===== config.mk =====
export PLATFORM = sky130hd
export DESIGN_NAME = mem_port_arbiter
export DESIGN_NICKNAME = d
export VERILOG_FILES = /design/src/rtl/mem_port_arbiter.sv
export SDC_FILE = /design/constraint.sdc
export NUM_CORES = 1
export LEC_CHECK = 0
export ABC_CLOCK_PERIOD_IN_PS = 6080
export CORE_AREA = 5 5 123 125
export DETAILED_ROUTE_END_ITERATION = 6
export DIE_AREA = 0 0 128 130
export GPL_TIMING_DRIVEN = 0
export PLACE_DENSITY_LB_ADDON = 0.2
export SYNTH_ARGS = -nofsm -noshare
export SYNTH_HDL_FRONTEND = slang
export SYNTH_SLANG_ARGS = --single-unit

===== constraint.sdc =====
create_clock -name clk -period 6.08 [get_ports clk]
set_input_delay 1.216 -clock clk [delete_from_list [all_inputs] [get_ports clk]]
set_output_delay 1.216 -clock clk [all_outputs]
set_load 0.01 [all_outputs]

===== src/rtl/mem_port_arbiter.sv =====
// mem_port_arbiter: shares one memory port between an instruction-fetch
// requester and a data (load/store) requester.
//   clk, rst                   clock, async active-high reset
//   if_req/if_addr/if_flush    fetch request, address, flush (cancel)
//   if_rdata/if_ready          fetched word and one-cycle completion pulse
//   d_req/d_we/d_addr/d_wdata  data request, write enable, address, store data
//   d_rdata/d_ready            load data and one-cycle completion pulse
//   mem_en/mem_we/mem_addr/mem_wdata  memory access (held until mem_ack)
//   mem_rdata/mem_ack          memory read data and completion
// Data wins ties unless the fetch has waited STARVE_MAX data grants (1..15).
module mem_port_arbiter #(
  parameter int unsigned AW         = 32,
  parameter int unsigned DW         = 32,
  parameter int unsigned STARVE_MAX = 4
) (
  input  logic          clk,
  input  logic          rst,
  input  logic          if_req,
  input  logic [AW-1:0] if_addr,
  input  logic          if_flush,
  output logic [DW-1:0] if_rdata,
  output logic          if_ready,
  input  logic          d_req,
  input  logic          d_we,
  input  logic [AW-1:0] d_addr,
  input  logic [DW-1:0] d_wdata,
  output logic [DW-1:0] d_rdata,
  output logic          d_ready,
  output logic          mem_en,
  output logic          mem_we,
  output logic [AW-1:0] mem_addr,
  output logic [DW-1:0] mem_wdata,
  input  logic [DW-1:0] mem_rdata,
  input  logic          mem_ack
);

  localparam int unsigned      CNT_W      = 4;
  localparam logic [CNT_W-1:0] STARVE_LIM = CNT_W'(STARVE_MAX);

  typedef enum logic [1:0] {
    IDLE   = 2'd0,
    BUSY_I = 2'd1,
    BUSY_D = 2'd2,
    DONE   = 2'd3
  } state_t;

  state_t           r_state,      w_state_nxt;
  logic             r_mem_en,     w_mem_en_nxt;
  logic             r_mem_we,     w_mem_we_nxt;
  logic [AW-1:0]    r_mem_addr,   w_mem_addr_nxt;
  logic [DW-1:0]    r_mem_wdata,  w_mem_wdata_nxt;
  logic             r_if_ready,   w_if_ready_nxt;
  logic             r_d_ready,    w_d_ready_nxt;
  logic [DW-1:0]    r_if_rdata,   w_if_rdata_nxt;
  logic [DW-1:0]    r_d_rdata,    w_d_rdata_nxt;
  logic [CNT_W-1:0] r_starve_cnt, w_starve_cnt_nxt;
  logic             r_flush,      w_flush_nxt;

  logic w_if_ok;
  logic w_starved;

  // A fetch that coincides with a flush is never granted.
  assign w_if_ok   = if_req & ~if_flush;
  assign w_starved = (r_starve_cnt == STARVE_LIM);

  // Next-state and next-output logic; every output is registered below.
  always_comb begin
    w_state_nxt      = r_state;
    w_mem_en_nxt     = r_mem_en;
    w_mem_we_nxt     = r_mem_we;
    w_mem_addr_nxt   = r_mem_addr;
    w_mem_wdata_nxt  = r_mem_wdata;
    w_if_ready_nxt   = 1'b0;
    w_d_ready_nxt    = 1'b0;
    w_if_rdata_nxt   = r_if_rdata;
    w_d_rdata_nxt    = r_d_rdata;
    w_starve_cnt_nxt = r_starve_cnt;
    w_flush_nxt      = r_flush;

    case (r_state)
      IDLE: begin
        if (d_req && (!w_if_ok || !w_starved)) begin
          w_state_nxt     = BUSY_D;
          w_mem_en_nxt    = 1'b1;
          w_mem_we_nxt    = d_we;
          w_mem_addr_nxt  = d_addr;
          w_mem_wdata_nxt = d_wdata;
          // Only data grants that bypass a waiting fetch count as starvation.
          if (if_req && !w_starved) begin
            w_starve_cnt_nxt = r_starve_cnt + CNT_W'(1);
          end
        end else if (w_if_ok) begin
          w_state_nxt      = BUSY_I;
          w_mem_en_nxt     = 1'b1;
          w_mem_we_nxt     = 1'b0;
          w_mem_addr_nxt   = if_addr;
          w_starve_cnt_nxt = '0;
          w_flush_nxt      = 1'b0;
        end
      end
      BUSY_I: begin
        if (if_flush) begin
          w_flush_nxt = 1'b1;
        end
        if (mem_ack) begin
          w_state_nxt  = DONE;
          w_mem_en_nxt = 1'b0;
          w_mem_we_nxt = 1'b0;
          w_flush_nxt  = 1'b0;
          // A flushed fetch still completes on memory but is hidden from the core.
          if (!(r_flush || if_flush)) begin
            w_if_ready_nxt = 1'b1;
            w_if_rdata_nxt = mem_rdata;
          end
        end
      end
      BUSY_D: begin
        if (mem_ack) begin
          w_state_nxt   = DONE;
          w_mem_en_nxt  = 1'b0;
          w_mem_we_nxt  = 1'b0;
          w_d_ready_nxt = 1'b1;
          w_d_rdata_nxt = mem_rdata;
        end
      end
      DONE: begin
        w_state_nxt = IDLE;
      end
      default: begin
        w_state_nxt = IDLE;
      end
    endcase
  end

  // State and output registers.
  always_ff @(posedge clk or posedge rst) begin
    if (rst) begin
      r_state      <= IDLE;
      r_mem_en     <= 1'b0;
      r_mem_we     <= 1'b0;
      r_mem_addr   <= '0;
      r_mem_wdata  <= '0;
      r_if_ready   <= 1'b0;
      r_d_ready    <= 1'b0;
      r_if_rdata   <= '0;
      r_d_rdata    <= '0;
      r_starve_cnt <= '0;
      r_flush      <= 1'b0;
    end else begin
      r_state      <= w_state_nxt;
      r_mem_en     <= w_mem_en_nxt;
      r_mem_we     <= w_mem_we_nxt;
      r_mem_addr   <= w_mem_addr_nxt;
      r_mem_wdata  <= w_mem_wdata_nxt;
      r_if_ready   <= w_if_ready_nxt;
      r_d_ready    <= w_d_ready_nxt;
      r_if_rdata   <= w_if_rdata_nxt;
      r_d_rdata    <= w_d_rdata_nxt;
      r_starve_cnt <= w_starve_cnt_nxt;
      r_flush      <= w_flush_nxt;
    end
  end

  assign mem_en    = r_mem_en;
  assign mem_we    = r_mem_we;
  assign mem_addr  = r_mem_addr;
  assign mem_wdata = r_mem_wdata;
  assign if_ready  = r_if_ready;
  assign d_ready   = r_d_ready;
  assign if_rdata  = r_if_rdata;
  assign d_rdata   = r_d_rdata;

endmodule


### Word level (Yosys, flattened, before mapping)

Index checks and enable logic that the tools add are counted.

| word-level totals | value |
|---|---|
| input port bits | 135 |
| ROM bits | 0 |
| latch bits | 0 |
| logic and storage cells | 69 |
| bits in registers | 139 |
| memories | 0 |
| bits in writable memories | 0 |

| operators by class | value |
|---|---|
| magnitude comparators | 0 |
| shift operators | 0 |
| eq/ne operators | 10 |
| $add $sub $neg | 1 |
| muxes and demuxes | 25 |
| divide/modulo/power cells | 0 |
| bitwise gates (word level) | 3 |
| reduce and logical (&&, ||, !) cells | 19 |
| multiply operators | 0 |

Operator list:

| cell | number |
|---|---|
| $mux W32 | 2 |
| $mux W1 | 13 |
| $mux W4 | 3 |
| $reduce_and A3 Y1 | 3 |
| $reduce_and A2 Y1 | 4 |
| $mux W2 | 3 |
| $ne A3 B3 Y1 const B | 2 |
| $pmux W1 S2 | 3 |
| $pmux W2 S3 | 1 |
| $reduce_bool A2 Y1 | 3 |
| $add A4 B1 Y4 const B | 1 |
| $eq A2 B2 Y1 const B | 2 |
| $eq A4 B3 Y1 const B | 1 |
| $ne A2 B1 Y1 const B | 2 |
| $ne A2 B2 Y1 const B | 2 |
| $reduce_and A4 Y1 | 1 |
| $eq A2 B1 Y1 const B | 1 |
| $logic_and A1 B1 Y1 | 2 |
| $logic_not A1 Y1 | 2 |
| $logic_not A2 Y1 | 1 |
| $logic_or A1 B1 Y1 | 2 |
| $not A1 Y1 | 2 |
| $reduce_or A2 Y1 | 1 |
| $and A1 B1 Y1 | 1 |

### Logic depth before layout (Yosys ltp)

Gate-level depths: netlist of the first run.

| depth | value |
|---|---|
| depth in word-level cells | 7 |
| depth in mapped cells | 8 |

### Least setup slack after synthesis of the first run

OpenSTA, ideal clock, no wires.

| path | value |
|---|---|
| path kind | in2reg |
| start | input mem_ack |
| end | register r_if_rdata[19] (netlist: if_rdata[19]) |
| arrival time | 2.236 ns |
| setup slack | 3.719 ns |
| stages on the path | 4 |
| cell sequence | inv_1 nor4b_4 buf_6 mux2_2 |

| on the way | value |
|---|---|
| word-level cells in the longest chain between the ends | 1 |

Ends and longest elaborated chain:

| what | RTL line | text |
|---|---|---|
| start, declared | 34 | `input logic mem_ack` |
| $reduce_and A3 Y1 (no source line) | n/a |  |
| end signal, assigned | 157 | `r_if_rdata <= w_if_rdata_nxt;` |
| end, declared | 54 | `logic [DW-1:0] r_if_rdata, w_if_rdata_nxt;` |

Every way passes these cells.
A chain may end at the register's enable or synchronous reset.

### Worst setup path in the final report of the first run

| path | value |
|---|---|
| start | input mem_ack |
| end | register r_if_rdata[25] (netlist: if_rdata[25]) |

The elaborated chain is that of the path after synthesis.

==> flow_summary_export.csv, run 1 <==
group,metric,value,unit
cts,post_cts_resized,0,
drt,drt_iter0_drc,234,
worst_setup_path,required,6.37,ns
worst_setup_path,crit_path_end_kind,"register",
drt,ant_nets,0,
final_layout,fill_cells,1066,
yosys,synth_ff_type,"dfrtp_1",
die,start_util,0.407,
worst_setup_path,cp-start-kind,"primary input",
grt,overflow,0,
grt,grt_max_degree,72,
timing,skew,0.00535,ns
yosys,synthTopCellsByCount,"dfrtp_1, mux2_2, inv_1, a21oi_1, o22ai_1",
yosys,synth_cells,413,
final_layout,fin_area,0.00910,mm²
worst_hold_path,worstHoldPathType,"register to register",
worst_hold_path,whs_endpoint,"if_rdata[26]$_DFFE_PP0P_",
timing,rsz0062_at_grt,"no",
worst_setup_path,timing.rr.start,"r_state[1]$_DFFE_PP0P_",
cts,clk_latency,0.41,ns
drt,wirelength,15800,µm
place,place_area,0.00853,mm²
yosys,ys_seq_elements,139,
final_layout,drive_gt1_frac,0.210,
timing,finalHoldViolCount,0,
yosys,yosys-top-cells-area,"dfrtp_1, mux2_2, o22ai_1",
timing,slew_headroom,0.569,
die,die_w,128,µm
grt,grt_pass1_vias,4750,
cts,clock_path_buffers,2,
worst_hold_path,min_path_cells,1,
yosys,synth_top_area_share,0.620,
grt,grt_pass1_wl,25100,µm
timing,fin_crit,2.73,ns
place,io_buffers,266,
cts,cts.hold.buffers_added,0,
yosys,synth_edf_count,0,
timing,clock.fmax,366,MHz
pwr,p_per_area,515,mW/mm²
timing,setup_tns,0,ns
cts,cts_made_buffers,17,
cts,cts_root_buf,"clkbuf_16",
worst_setup_path,r2r-end,"if_rdata[25]$_DFFE_PP0P_",
worst_setup_path,critPathArrivalTime,3.01,ns
drt,vias_per_cell,4.78,
worst_setup_path,crit_chain,"clkdlybuf4s50_1 -> inv_1 -> nor4b_4 -> buf_6 -> mux2_2",
yosys,ys.warnings.count,0,
yosys,syn_nets,553,
worst_setup_path,reg2reg_slack,4.15,ns
timing,fin_ws,3.35,ns
yosys,synth_top_cell_by_area,"dfrtp_1",
final_layout,n_antenna_cell,0,
timing,min_period_over_period,0.449,
final_layout,area_delta_synth_final,62.3,%
outcome,outcome,"finished clean",
yosys,synth-seq-area-share,0.620,
worst_setup_path,crit_slowest_cell,"nor4b_4",
die,die-area,0.0166,mm²
worst_hold_path,min_from,"if_rdata[26]$_DFFE_PP0P_",
timing,slew_viol_final,0,
cts,worst_setup_hold_path_clk_slew,0.05,ns
timing,setup_viol,0,
drt,drc,0,
die,placementRows,43,
worst_setup_path,criticalPathCategory,"primary input to register",
place,globalplace.congestion,0.817,
timing,worst_slew_pin_slew,0.646,ns
drt,wl_per_cell,17.7,µm
die,coreArea,0.0138,mm²
final_layout,final_nets,839,
grt,antenna_found_initial,0,
yosys,yosysMostFrequentCell,"dfrtp_1",
worst_setup_path,slowest_delay,0.56,ns
cts,cts_tree,"done",
cts,htree_levels,4,
place,post-place-ws,2.91,ns
final_layout,final_util,0.661,
cts,cts_setup_buffers,0,
drt,vias,4260,
yosys,async_flop_share,1.00,
place,hpwl,12200,µm
worst_setup_path,worstPathMaxFanout,10,
yosys,syn_area_per_cell,13.6,µm²
die,die_y,130,µm
flow_run,maxCapViolations,0,
yosys,synth_area,0.00561,mm²
worst_setup_path,reg2reg_depth,5,
drt,first_pass_iters,4,
yosys,synth_cell_types,35,
die,io_pins,267,
pwr,leakagePower,3.95,nW
grt,grt_use_total,0.195,
cts,cts.sinks,139,
pwr,peakVddDrop,0.304,mV
## layout by cell type (no fill, tap or decap), types with 6 or more instances in the layout
cell,count
inv_1,42
o22ai_1,32
buf_2,12
dfrtp_1,139
a21oi_1,33
mux2_2,96
clkbuf_16,17
clkdlybuf4s50_1,266
o21ai_0,6
## logic make-up (layout without fill, tap and decap cells)
group,after synthesis,in the layout,synth area share
adders and majority gates,5,5,0.0112
buffers and inverters,63,361,0.0535
and+or+nand+nor,22,22,0.0261
muxes,99,99,0.198
AOI/OAI and AO/OA,85,85,0.0906
DFF,139,139,0.620
## critical path, delay by kind of cell
kind,cells,cell delay (ns)
buffers and inverters,3,0.89
and+or+nand+nor,1,0.56
muxes,1,0.35
## cell type report
cell class,count,area [µm²],share of cell area
clock buffer,24,482,0.0529
buffer,20,139,0.0153
inverter,43,166,0.0183
sequential,139,3480,0.382
tap,180,225,0.0247
timing repair buffer,267,2690,0.296
clock inverter,7,90.1,0.00990
multi-input combinational,211,1830,0.201
## report_power, final
group          internal, W  switching, W
Sequential         0.00138      0.000239
Clock             0.000632      0.000362
Combinational      0.00125      0.000821
## state kept, by name, indices dropped and copies added, names as in the netlist
name          flops
d_ready           1
if_rdata         32
r_state           2
d_rdata          32
mem_addr         32
if_ready          1
mem_we            1
r_starve_cnt      4
mem_en            1
r_flush           1
mem_wdata        32
## metrics by stage
stage | instances | hold WS (ns) | total power (W)
6_report | 891 | 0.488 | 0.00469
5_1_grt | 891 | 0.504 | 0.00497
4_1_cts | 891 | 0.486 | 0.00476
3_5_place_dp | 860 | 0.474 | 0.00374
3_3_place_gp | 859 | 0.467 | 0.00366
2_1_floorplan | 413 | 0.500 | 0.00253
## metal layers
metal,wire length (µm),track usage
met5,0,0
met4,390,0.0780
met3,970,0.0528
met2,8440,0.352
met1,5990,0.218
## worst max-delay path by stage
stage	from	endpoint	slack [ns]	depth (start not counted)
3_5_place_dp	mem_ack	if_rdata[27]$_DFFE_PP0P_	2.91	5
2_1_floorplan	rst	d_rdata[0]$_DFFE_PP0P_	1.14	1
5_1_grt	mem_ack	if_rdata[25]$_DFFE_PP0P_	3.28	5
3_3_place_gp	rst	mem_wdata[10]$_DFFE_PP0P_	-0.66	2
6_report	mem_ack	if_rdata[25]$_DFFE_PP0P_	3.35	5
4_1_cts	mem_ack	if_rdata[25]$_DFFE_PP0P_	3.33	5
Note: power is estimated with default switching activity, not from simulation.
==> inputs of run 2 (changes only) <==
- ABC_CLOCK_PERIOD_IN_PS: 6080 -> 2470
- CORE_AREA: 5 5 123 125 -> 5 5 130 132
- DIE_AREA: 0 0 128 130 -> 0 0 135 137
- clock period: 6.08 -> 2.47 ns (I/O delays scaled with it)
==> run 2 against run 1 <==
Count of clock-buffer cells in the layout shrank 5. Via count grew 0.40%. Die area grew 11%. Flip-flop and latch count is the same. Core utilization shrank 7.0 points. Global-route usage shrank 1.9 points. Clock power grew to 2.6 times the previous value. Highest routed layer unchanged. Critical path type unchanged. Sequential share of layout area shrank 0.47 points. Largest cell class unchanged. Register-to-register slack lost 3.6 ns. Combinational power grew 150%.
==> flow_summary_export.csv, run 2 (same netlist as run 1, synthesis figures left out) <==
group,metric,value,unit
cts,cts_tree,"done",
worst_setup_path,criticalPathCategory,"primary input to register",
pwr,p_int,0.00817,W
cts,clk_latency,0.41,ns
timing,min_period_over_period,0.808,
final_layout,final_nets,841,
cts,cts_made_buffers,17,
drt,first_pass_iters,4,
final_layout,finalNonFillerCells,930,
drt,drc,0,
drt,ant_nets,0,
pwr,leakagePower,3.99,nW
timing,skew,0.00630,ns
timing,slew_viol_final,0,
die,die_y,137,µm
outcome,outcome,"finished clean",
final_layout,final_common_cell,"clkdlybuf4s50_1",
pwr,peakVddDrop,0.847,mV
timing,worst_slew_pin_slew,0.693,ns
worst_setup_path,crit_slowest_cell,"nor4b_4",
worst_setup_path,crit_path_end_kind,"register",
cts,worst_setup_hold_path_clk_slew,0.06,ns
pwr,power_frac_clock,0.223,
grt,antenna_found_initial,0,
final_layout,area_delta_synth_final,64.3,%
worst_setup_path,r2r-end,"mem_addr[15]$_DFFE_PP0P_",
worst_hold_path,worstHoldPathType,"register to register",
final_layout,layout.cells.most_common_list,"clkdlybuf4s50_1, dfrtp_1, mux2_2, inv_1, a21oi_1",
worst_setup_path,required,2.76,ns
flow_run,maxCapViolations,0,
place,globalplace.congestion,0.751,
pwr,comb_power_share,0.436,
die,io_pins,267,
pwr,swShare,0.303,
timing,slew_headroom,0.537,
grt,grt_pass1_vias,4718,
drt,vias,4277,
drt,wl_per_cell,17.4,µm
final_layout,fin_area,0.00921,mm²
drt,drt_iter0_drc,156,
pwr,switchingPower,0.00355,W
final_layout,final_util,0.591,
die,die_w,135,µm
timing,finalHoldViolCount,0,
grt,grt_max_degree,40,
grt,overflow,0,
cts,cts_root_buf,"clkbuf_16",
worst_hold_path,whs_endpoint,"if_rdata[26]$_DFFE_PP0P_",
pwr,seqPwrFrac,0.341,
timing,rsz0062_at_grt,"no",
worst_hold_path,min_from,"if_rdata[26]$_DFFE_PP0P_",
worst_hold_path,min_path_cells,1,
grt,grt_pass1_wl,25200,µm
place,hpwl,12600,µm
place,io_buffers,266,
cts,cts_setup_buffers,0,
cts,cts.hold.buffers_added,0,
worst_setup_path,reg2reg_slack,0.52,ns
drt,vias_per_cell,4.60,
cts,clock_path_buffers,2,
grt,grt_use_total,0.175,
timing,clock.fmax,501,MHz
worst_setup_path,slowest_delay,0.56,ns
die,coreArea,0.0156,mm²
final_layout,n_antenna_cell,0,
timing,fin_crit,2.00,ns
place,place_area,0.00860,mm²
worst_setup_path,worstPathMaxFanout,10,
die,die-area,0.0185,mm²
cts,htree_levels,4,
timing,hold-worst-slack,0.497,ns
place,dp_cells,898,
worst_setup_path,timing.rr.start,"r_starve_cnt[0]$_DFFE_PP0P_",
cts,post_cts_resized,0,
pwr,p_per_area,1270,mW/mm²
drt,wirelength,16100,µm
worst_setup_path,cp-start-kind,"primary input",
final_layout,drive_gt1_frac,0.216,
worst_setup_path,crit_chain,"clkdlybuf4s50_1 -> inv_1 -> nor4b_4 -> buf_6 -> mux2_2",
cts,cts.sinks,139,
worst_setup_path,reg2reg_depth,7,
die,start_util,0.360,
timing,setup_viol,0,
die,placementRows,46,
worst_setup_path,critPathArrivalTime,2.28,ns
==> run 2: changes by cell type in the layout (fill, tap and decap cells not counted), sizes merged <==
cell,previous run,this run
clkbuf,24,19
buf,21,23
bufinv,2,4
clkinv,3,8
inv,43,42
==> run 2: worst max-delay path by stage <==
stage | endpoint | from | cells past startpoint
floorplan | d_rdata[0]$_DFFE_PP0P_ | rst | 1
global placement | mem_wdata[13]$_DFFE_PP0P_ | rst | 2
detailed placement | if_rdata[20]$_DFFE_PP0P_ | mem_ack | 5
CTS | if_rdata[27]$_DFFE_PP0P_ | mem_ack | 5
global route | if_rdata[27]$_DFFE_PP0P_ | mem_ack | 5
finish | if_rdata[27]$_DFFE_PP0P_ | mem_ack | 5
==> run 2: metal layers <==
layer	track usage	share of wire	vias up
met5	0	0	-
met4	0.0566	0.018	0
met3	0.0581	0.067	19
met2	0.310	0.54	132
met1	0.201	0.38	2103
li1	-	-	2023
==> run 2: layout make-up <==
class                           count  area [µm²]
Tap cell                          216         270
Timing Repair Buffer              269        2720
Clock buffer                       19         433
Fill cell                        1271        6380
Inverter                           43         165
Sequential cell                   139        3480
Multi-Input combinational cell    211        1830
Buffer                             20         139
Clock inverter                     13         175
==> run 2: worst max-delay path: cells and delay by family <==
family | cells | cell delay (ns)
AND/OR/NAND/NOR | 1 | 0.56
multiplexers | 1 | 0.36
buffers and inverters | 3 | 0.87
==> run 2: power by group through the flow <==
| stage | logic, W | registers [W] | clock network (W) |
|---|---|---|---|
| final | 0.00511 | 0.00399 | 0.00262 |
| after global routing | 0.00550 | 0.00414 | 0.00279 |
| after CTS | 0.00522 | 0.00400 | 0.00268 |
| after detailed placement | 0.00520 | 0.00403 | 0 |
| after global placement | 0.00507 | 0.00396 | 0 |
| after floorplan | 0.00175 | 0.00449 | 0 |
==> run 2: per-stage QoR <==
step                worst slack [ns]  total power, W  setup TNS (ns)
finish                         0.474          0.0117               0
global route                   0.345          0.0124               0
CTS                            0.428          0.0119               0
detailed placement          -0.00500         0.00923        -0.00500
global placement              -0.972         0.00904         -133.89
floorplan                      0.241         0.00623               0
==> inputs of run 3 (changes only) <==
- ABC_CLOCK_PERIOD_IN_PS: 2470 -> 1650
- clock period: 2.47 -> 1.65 ns (I/O delays scaled with it)
==> run 3 against run 2 <==
The flow now finishes with violations (negative setup slack). Wire length up 6.2%. Via count up 5.3%. Worst setup slack worse by 0.54 ns. Critical endpoint is now mem_wdata[2]$_DFFE_PP0P_.
==> flow_summary_export.csv, run 3 (same netlist as run 1, synthesis figures left out) <==
group,metric,value,unit
outcome,outcome,"finished with violations",
outcome,violations,"negative setup slack",
cts,cts_tree,"done",
final_layout,final_common_cell,"dfrtp_1",
cts,clock_path_buffers,2,
grt,grt_max_degree,41,
worst_setup_path,crit_path_end_kind,"register",
grt,grt_pass1_wl,25500,µm
cts,cts_made_buffers,17,
timing,hold-worst-slack,0.379,ns
place,hpwl,12500,µm
timing,finalHoldViolCount,0,
die,placementRows,46,
timing,setup_viol,27,
die,die_w,135,µm
worst_setup_path,worstPathMaxFanout,6,
place,globalplace.congestion,0.787,
final_layout,n_antenna_cell,0,
drt,vias,4503,
timing,skew,0.00719,ns
drt,wl_per_cell,17.9,µm
final_layout,fill_cells,1253,
timing,fin_ws,-0.0638,ns
die,die-area,0.0185,mm²
grt,overflow,0,
grt,antenna_found_initial,0,
worst_setup_path,required,1.94,ns
final_layout,layout.cells.most_common_list,"dfrtp_1, clkdlybuf4s50_1, dlygate4sd2_1, mux2_2, dlymetal6s2s_1",
cts,htree_levels,4,
place,io_buffers,266,
timing,min_period_over_period,1.04,
place,place_area,0.00861,mm²
timing,rsz0062_at_grt,"yes",
worst_setup_path,slowest_delay,0.39,ns
timing,clock.fmax,583,MHz
final_layout,final_nets,866,
grt,grt_use_total,0.179,
cts,cts.sinks,139,
drt,drt_iter0_drc,155,
cts,worst_setup_hold_path_clk_slew,0.06,ns
pwr,leakagePower,4.84,nW
worst_setup_path,crit_family,"buffers and inverters",
die,io_pins,267,
final_layout,fin_area,0.00985,mm²
worst_setup_path,criticalPathCategory,"register to register",
worst_setup_path,crit_chain,"inv_2 -> ha_4 -> nand3b_1 -> o21ai_2 -> buf_6 -> buf_12 -> buf_8 -> mux2_4",
worst_setup_path,crit_buf_inv,4,
drt,first_pass_iters,6,
cts,clk_latency,0.41,ns
timing,fin_crit,1.71,ns
cts,cts_root_buf,"clkbuf_16",
drt,drc,0,
worst_setup_path,cp-start-kind,"register",
drt,vias_per_cell,4.72,
die,start_util,0.360,
worst_setup_path,critPathArrivalTime,2.00,ns
die,die_y,137,µm
die,coreArea,0.0156,mm²
grt,grt_pass1_vias,4774,
pwr,p_per_area,1770,mW/mm²
flow_run,maxCapViolations,0,
drt,wirelength,17100,µm
drt,ant_nets,0,
timing,worst_slew_pin_slew,0.697,ns
worst_hold_path,worstHoldPathType,"primary input to asynchronous set/reset pin",
timing,slew_viol_final,0,
pwr,peakVddDrop,1.08,mV
final_layout,area_delta_synth_final,75.6,%
final_layout,drive_gt1_frac,0.281,
worst_setup_path,crit_slowest_cell,"dfrtp_1",
timing,slew_headroom,0.535,
## run 3: timing repair
action                                  CTS  global route
gates cloned                              1             4
hold buffers                              0             0
gates resized for setup                 143            94
pin swaps                                 6             4
buffers inserted                         13            10
endpoints found under the setup margin  220           135
## run 3: metal layers
metal  wire (µm)  vias up  track usage  part of all wire
met2        9280      142        0.324              0.54
met4         455        0       0.0672             0.027
met5           0        -            0                 0
met3         909       31       0.0585             0.053
met1        6490     2241        0.195              0.38
li1            -     2089            -                 -
## run 3: worst paths after layout
kind / depth (start not counted) / startpoint / end / slack, ns
min in group clk: 3 / mem_ack / r_flush$_DFFE_PP0P_ / 0.43
min reg2reg: 1 / d_rdata[26]$_DFFE_PP0P_ / d_rdata[26]$_DFFE_PP0P_ / 0.50
max in group asynchronous: 3 / rst / if_rdata[0]$_DFFE_PP0P_ / 0.63
max reg2reg: 8 / r_starve_cnt[1]$_DFFE_PP0P_ / mem_wdata[2]$_DFFE_PP0P_ / -0.06
min: 2 / rst / mem_wdata[30]$_DFFE_PP0P_ / 0.38
max: 8 / r_starve_cnt[1]$_DFFE_PP0P_ / mem_wdata[2]$_DFFE_PP0P_ / -0.06
## run 3: layout make-up
| class | instances | area (µm²) | share of cell area |
|---|---|---|---|
| sequential | 139 | 3480 | 0.353 |
| timing repair buffer | 296 | 3010 | 0.305 |
| multi-input combinational | 211 | 2140 | 0.217 |
| clock buffer | 25 | 485 | 0.0493 |
| tap | 216 | 270 | 0.0274 |
| buffer | 18 | 213 | 0.0216 |
| inverter | 43 | 165 | 0.0168 |
| clock inverter | 7 | 88.8 | 0.00902 |
## run 3: stage by stage
| stage | TNS, ns | util | instances | total power (W) | setup WS, ns |
|---|---|---|---|---|---|
| 2_1_floorplan | -57.70 | - | 413 | 0.00933 | -0.415 |
| 3_3_place_gp | -280.67 | 0.548 | 895 | 0.0135 | -1.62 |
| 3_5_place_dp | -61.02 | 0.552 | 898 | 0.0138 | -0.688 |
| 4_1_cts | -1.29 | 0.604 | 942 | 0.0172 | -0.0908 |
| 5_1_grt | -5.06 | 0.631 | 955 | 0.0185 | -0.126 |
| 6_report | -0.517 | 0.631 | 955 | 0.0175 | -0.0638 |
## run 3: where the power goes
| part | internal [W] | total (W) | switching [W] |
|---|---|---|---|
| Clock | 0.00234 | 0.00368 | 0.00135 |
| Combinational | 0.00450 | 0.00783 | 0.00334 |
| Sequential | 0.00510 | 0.00595 | 0.000846 |
| Total | 0.0119 | 0.0175 | 0.00553 |
